File: config.mk
export PLATFORM = sky130hd
export DESIGN_NAME = mm_interconnect
export DESIGN_NICKNAME = d
export VERILOG_FILES = /design/src/rtl/mm_bus_pkg.sv /design/src/rtl/rr_arbiter.sv /design/src/rtl/mm_interconnect.sv
export SDC_FILE = /design/constraint.sdc
export NUM_CORES = 1
export LEC_CHECK = 0
export ABC_CLOCK_PERIOD_IN_PS = 9800
export BUFFER_PORTS_ARGS = -buffer_cell sky130_fd_sc_hd__buf_4
export CORE_AREA = 8 8 238 240
export CTS_CLUSTER_SIZE = 25
export DETAILED_ROUTE_END_ITERATION = 7
export DIE_AREA = 0 0 246 248
export MAX_ROUTING_LAYER = met4
export PLACE_DENSITY = 0.5
export RECOVER_POWER = 100
export SYNTH_ARGS = -nofsm -noshare
export SYNTH_HDL_FRONTEND = slang
export SYNTH_SLANG_ARGS = --single-unit
File: constraint.sdc
create_clock -name clk -period 9.8 [get_ports clk]
set_input_delay 1.96 -clock clk [delete_from_list [all_inputs] [get_ports clk]]
set_output_delay 1.96 -clock clk [all_outputs]
set_load 0.02 [all_outputs]
File: src/rtl/mm_bus_pkg.sv
// Shared types and defaults for the multi-master memory-mapped interconnect.
package mm_bus_pkg;

   typedef enum logic [1:0] {
      IDLE   = 2'd0,
      ACCESS = 2'd1,
      RESP   = 2'd2
   } mm_state_e;

   localparam int MM_MASTERS = 2;
   localparam int MM_REGIONS = 4;
   localparam int MM_AW      = 32;
   localparam int MM_DW      = 32;
   localparam int MM_TIMEOUT = 255;

   // Builds an exclusive region end from a base and a byte size (wraps mod 2^AW).
   function automatic logic [MM_AW-1:0] mm_region_end(input logic [MM_AW-1:0] base,
                                                      input logic [MM_AW-1:0] size);
      return base + size;
   endfunction

endpackage

File: src/rtl/rr_arbiter.sv
// Combinational round-robin arbiter: lowest requesting index at or above the
// pointer wins, wrapping back to index 0.
module rr_arbiter #(
   parameter int N  = 2,
   parameter int IW = (N > 1) ? $clog2(N) : 1
) (
   input  logic [N-1:0]  req_i,
   input  logic [IW-1:0] rr_ptr_i,
   output logic          gnt_vld_o,
   output logic [N-1:0]  gnt_o,
   output logic [IW-1:0] gnt_idx_o
);

   // Scan upward from the pointer; the first requester seen takes the grant.
   always_comb begin
      logic [IW-1:0] cand;
      gnt_vld_o = 1'b0;
      gnt_o     = '0;
      gnt_idx_o = '0;
      cand      = '0;
      for (int off = 0; off < N; off++) begin
         cand = IW'((int'(rr_ptr_i) + off) % N);
         if (!gnt_vld_o && req_i[cand]) begin
            gnt_vld_o     = 1'b1;
            gnt_idx_o     = cand;
            gnt_o[cand]   = 1'b1;
         end
      end
   end

endmodule

File: src/rtl/mm_interconnect.sv
// Multi-master, multi-region memory-mapped interconnect. One transaction in
// flight: arbitrate + decode in IDLE, drive the slave in ACCESS, answer the
// master in RESP. Misses and slave timeouts complete with an error.
module mm_interconnect
   import mm_bus_pkg::*;
#(
   parameter int MASTERS = MM_MASTERS,
   parameter int REGIONS = MM_REGIONS,
   parameter int AW      = MM_AW,
   parameter int DW      = MM_DW,
   parameter int TIMEOUT = MM_TIMEOUT
) (
   input  logic                            clk,
   input  logic                            reset,
   input  logic [MASTERS-1:0]              m_req,
   input  logic [MASTERS-1:0]              m_we,
   input  logic [MASTERS-1:0][AW-1:0]      m_addr,
   input  logic [MASTERS-1:0][DW-1:0]      m_wd,
   output logic [MASTERS-1:0]              m_ack,
   output logic                            m_err,
   output logic [DW-1:0]                   m_rd,
   input  logic [REGIONS-1:0][AW-1:0]      region_base,
   input  logic [REGIONS-1:0][AW-1:0]      region_end,
   output logic [REGIONS-1:0]              s_req,
   output logic                            s_we,
   output logic [AW-1:0]                   s_addr,
   output logic [DW-1:0]                   s_wd,
   input  logic [REGIONS-1:0][DW-1:0]      s_rd,
   input  logic [REGIONS-1:0]              s_ack
);

   localparam int MIW = (MASTERS > 1) ? $clog2(MASTERS) : 1;
   localparam int RIW = (REGIONS > 1) ? $clog2(REGIONS) : 1;
   localparam int CW  = (TIMEOUT > 0) ? $clog2(TIMEOUT + 1) : 1;

   mm_state_e            state_q;
   logic [MIW-1:0]       rr_ptr_q;
   logic [MIW-1:0]       grant_q;
   logic [RIW-1:0]       sel_q;
   logic [CW-1:0]        tmo_q;
   logic [MASTERS-1:0]   m_ack_q;
   logic                 m_err_q;
   logic [DW-1:0]        m_rd_q;
   logic [REGIONS-1:0]   s_req_q;
   logic                 s_we_q;
   logic [AW-1:0]        s_addr_q;
   logic [DW-1:0]        s_wd_q;

   logic                 gnt_vld;
   logic [MASTERS-1:0]   gnt_oh;
   logic [MIW-1:0]       gnt_idx;
   logic [AW-1:0]        arb_addr;
   logic [AW-1:0]        rel_addr;
   logic                 hit;
   logic [RIW-1:0]       hit_idx;

   rr_arbiter #(.N(MASTERS), .IW(MIW)) u_arb (
      .req_i     (m_req),
      .rr_ptr_i  (rr_ptr_q),
      .gnt_vld_o (gnt_vld),
      .gnt_o     (gnt_oh),
      .gnt_idx_o (gnt_idx)
   );

   assign arb_addr = m_addr[gnt_idx];

   // Address decode of the granted request; lowest region index wins on overlap.
   always_comb begin
      hit     = 1'b0;
      hit_idx = '0;
      for (int r = 0; r < REGIONS; r++) begin
         if (!hit && arb_addr >= region_base[r] && arb_addr < region_end[r]) begin
            hit     = 1'b1;
            hit_idx = RIW'(r);
         end
      end
   end

   // Slave sees a base-relative address (modulo 2^AW).
   assign rel_addr = arb_addr - region_base[hit_idx];

   // Transaction FSM with registered master and slave side outputs.
   always_ff @(posedge clk or negedge reset) begin
      if (!reset) begin
         state_q  <= IDLE;
         rr_ptr_q <= '0;
         grant_q  <= '0;
         sel_q    <= '0;
         tmo_q    <= '0;
         m_ack_q  <= '0;
         m_err_q  <= 1'b0;
         m_rd_q   <= '0;
         s_req_q  <= '0;
         s_we_q   <= 1'b0;
         s_addr_q <= '0;
         s_wd_q   <= '0;
      end else begin
         m_ack_q <= '0;
         unique case (state_q)
            IDLE: begin
               if (gnt_vld) begin
                  grant_q <= gnt_idx;
                  s_we_q  <= m_we[gnt_idx];
                  s_wd_q  <= m_wd[gnt_idx];
                  if (hit) begin
                     sel_q    <= hit_idx;
                     s_addr_q <= rel_addr;
                     s_req_q  <= REGIONS'(1) << hit_idx;
                     tmo_q    <= '0;
                     state_q  <= ACCESS;
                  end else begin
                     // Decode miss: answer straight away with an error.
                     m_ack_q <= gnt_oh;
                     m_err_q <= 1'b1;
                     m_rd_q  <= '0;
                     state_q <= RESP;
                  end
               end
            end
            ACCESS: begin
               if (s_ack[sel_q]) begin
                  s_req_q <= '0;
                  m_ack_q <= MASTERS'(1) << grant_q;
                  m_err_q <= 1'b0;
                  m_rd_q  <= s_we_q ? '0 : s_rd[sel_q];
                  state_q <= RESP;
               end else if (TIMEOUT != 0 && tmo_q == CW'(TIMEOUT - 1)) begin
                  // Slave never answered: drop the request and report an error.
                  s_req_q <= '0;
                  m_ack_q <= MASTERS'(1) << grant_q;
                  m_err_q <= 1'b1;
                  m_rd_q  <= '0;
                  state_q <= RESP;
               end else begin
                  tmo_q <= tmo_q + CW'(1);
               end
            end
            RESP: begin
               rr_ptr_q <= (grant_q == MIW'(MASTERS - 1)) ? '0 : grant_q + MIW'(1);
               state_q  <= IDLE;
            end
            default: state_q <= IDLE;
         endcase
      end
   end

   assign m_ack  = m_ack_q;
   assign m_err  = m_err_q;
   assign m_rd   = m_rd_q;
   assign s_req  = s_req_q;
   assign s_we   = s_we_q;
   assign s_addr = s_addr_q;
   assign s_wd   = s_wd_q;

endmodule

==> results.md <==
- Design Area, Final: 0.0202 mm²
- Placed inst area: 0.0200 mm²
- I/O Pins: 626
- Syn Area/Cell: 8.55 µm²
- Critical path's slowest cell: or4b_1
- Net Sw Frac: 0.480
- Period utilization: 0.934
- Clock transition at the registers of the reported paths: 0.06 ns
- Mapped Cells: 1697
- Row cnt: 85
- Leakage: 10.5 nW
- Post-CTS Hold Fix Bufs: 0
- Layout cells sized above 1: 0.282
- HPWL Detailed: 65400 µm
- Largest net degree at the start of global routing: 70
- Die Footprint: 0.0610 mm²
- Most used DFF post-synth: dfrtp_1
- GPL Wtd Cong: 0.983
- Number of synthesized flops with an enable pin: 0
- Main area contributors after synthesis: ha_1 25%, dfrtp_1 20%, inv_1 7.0%
- Slew Limit Fails: 289
- Setup TNS: 0 ns
- Pre-CTS setup slack: 0.0649 ns
- Yosys cell types: 77
- Vias in the first global route: 16000
- Most common cell after layout, fill and taps aside: buf_4
- FFs w/ async S/R, synth: 1.00
- Core region area: 0.0531 mm²
- Clock skew: 0.00709 ns
- GR Util met1: 0.312
- Fmax: 109 MHz
- Slew margin rel.: -1.82
- Non-Filler Instances: 3022
- Antenna violations before repair: 12
- DP Cell Count: 2982
- Via density: 5.09
- Commonest cells after routing, fill and taps aside: 535 x buf_4, 285 x ha_1, 272 x inv_1
- Worst stage delay on the critical path: 0.63 ns
- Crit. End Element: register
- Max-cap violations: 6
- Tmin final: 9.16 ns
- CTS buffer count: 17
- Share of power burned in registers: 0.203
- Seq/Total Area, Yosys: 0.204
- Nets: 3113
- Final setup fails: 0
- Final Hold Vio Count: 0
- Wirelength per Cell: 25.1 µm
- Failing checks: capacitance limit, slew limit
- Post CTS Setup Buffer Count: 0
- Final wirelength: 75800 µm
- First-pass GRT wire length: 108000 µm
- CTS tree: built
- Met2 Track Usage GR: 0.409
- Vias: 15400
- DRC: 0
- Mapped Nets: 2505
- Setup CP Type: primary input to register
- Cell Area, Synth: 0.0145 mm²
- Yosys Warn Count: 0
- Worst-Margin Slew: 4.24 ns
- DIE HEIGHT: 248 µm
- Busiest grt layer: met2
- Final worst slack: 0.644 ns
- Sw power: 0.00204 W
- Die Width: 246 µm
- CP delay by family, top: compound AO/OA/AOI/OAI gates
- Cell taking the most area after synthesis: ha_1
- CP Launch Type: primary input
- RSZ-0062 raised after global routing: no
- Drt pass-1 iters: 5
- Grt ovf: 0
- Crit Path Max Fanout: 27
- Combinational Power Share: 0.637
- Synth-to-Final Area Change: 39.4%
- Met3 Use GR: 0.0412
- Critical path data required time: 10.16 ns
- Peak VDD IR: 0.145 mV
- Starting Density: 0.273
- Worst Hold Class: register to register
- Sink Count: 118
- PD cells: 210 mW/mm²
- H-tree Lvls: 4
- Post-DRT Antenna Nets: 0
- Gr usage total: 0.244
- Post-synth top area share: 0.246
- I/O Buffers: 625
- 1st-iter DRT viols: 962
- Clk Latency, worst-skew pair: 0.42 ns
- Longest Clk Path Bufs: 2
- Buffers and inverters on the worst path: 4
- Post_cts resized: 0
- Clock power frac: 0.159
- Outcome: finished, violations left
- CTS root buf: clkbuf_16
- Int Pwr: 0.00221 W
- CP arrival: 9.51 ns
- Register bit total from synthesis: 118
[final cells by class]
type | instances | area, µm²
inverters | 272 | 1020
fillers | 5520 | 32900
repair buffers | 645 | 4430
multi-input cells | 1251 | 10300
clock inverters | 8 | 145
flip-flops and latches | 118 | 2950
diodes | 8 | 20.0
well taps | 696 | 871
clock buffers | 24 | 482
[cell usage after synthesis (all sizes together) (7+ instances only)]
cell	count
nor3	17
inv	272
o221ai	30
o22a	30
a21oi	128
o21ai	104
o21a	13
nor4	9
mux2	36
a31oi	8
nand4	30
and3	10
o211ai	10
and4	9
nand2b	9
mux4	33
o31ai	7
a22o	32
ha	285
nand2	130
clkbuf	43
nor2b	8
mux2i	36
nor2	81
nand3	28
xnor2	17
a21o	37
buf	13
dfrtp	118
a211oi	22
xor2	8
o21bai	8
[registers in the layout, summed over array words and instances (netlist names)]
register / cells
grant_q: 1
s_wd: 32
sel_q: 2
s_addr: 32
m_rd: 32
m_ack: 2
state_q: 2
rr_ptr_q: 1
m_err: 1
tmo_q: 8
s_we: 1
s_req: 4
[layer usage]
layer  vias to the layer above  routed length, µm
li1                       7417                  -
met1                      7471              33500
met2                       457              37800
met3                        52               3610
met4                         0                854
met5                         -                  0
[worst register-to-register path: stages (launching register included)]
cell and delay (ns):
dfrtp_1 0.44, o21ai_4 0.53, mux2i_1 0.53, inv_1 0.36
ha_1 0.43, nand2_1 0.06, o21ai_1 0.36, o21ai_0 0.23
or3_4 0.44, a211oi_4 0.36, or4b_1 0.63, buf_4 0.31
o221ai_1 0.25, ha_1 0.34, a21o_1 0.22, a21o_1 0.17
a21oi_1 0.16, o21ai_0 0.12, a31oi_1 0.37, o311ai_0 0.26
o41a_1 0.40, or3_1 0.35, a2111oi_2 0.36, a211o_1 0.13
[cells by family after synthesis]
group                      count (synthesis)  synth area share
and+or+nand+nor                          353             0.117
DFF                                      118             0.204
AOI/OAI and AO/OA                        482             0.226
xor gates and xnor gates                  25            0.0151
buffers and inverters                    328            0.0869
adders and majority gates                286             0.247
muxes                                    105             0.104
[power by group through the flow]
stage	clock network [W]	registers (W)	logic [W]
2_1_floorplan	0	0.00108	0.00154
3_3_place_gp	0	0.000868	0.00288
3_5_place_dp	0	0.000871	0.00290
4_1_cts	0.000695	0.000870	0.00291
5_1_grt	0.000715	0.000896	0.00297
6_report	0.000677	0.000864	0.00271
[per-stage QoR]
step,hold slack [ns],total power (W),util
after floorplan,0.480,0.00262,-
after global placement,0.463,0.00375,0.377
after detailed placement,0.472,0.00377,0.377
after CTS,0.484,0.00448,0.389
after global routing,0.501,0.00458,0.381
final,0.475,0.00425,0.381
[final timing paths]
kind	from	to	slack (ns)	cells after the start
worst min register to register	s_wd[21]	s_wd[21]	0.48	2
max in group asynchronous	reset	sel_q[0]	2.38	2
worst max-delay path	m_req[0]	s_addr[31]	0.64	25
min in group asynchronous	reset	s_wd[0]	3.04	1
worst min-delay path	s_wd[21]	s_wd[21]	0.48	2
worst max register to register	rr_ptr_q	s_addr[31]	1.90	23
(Power assumes the default switching activity.)
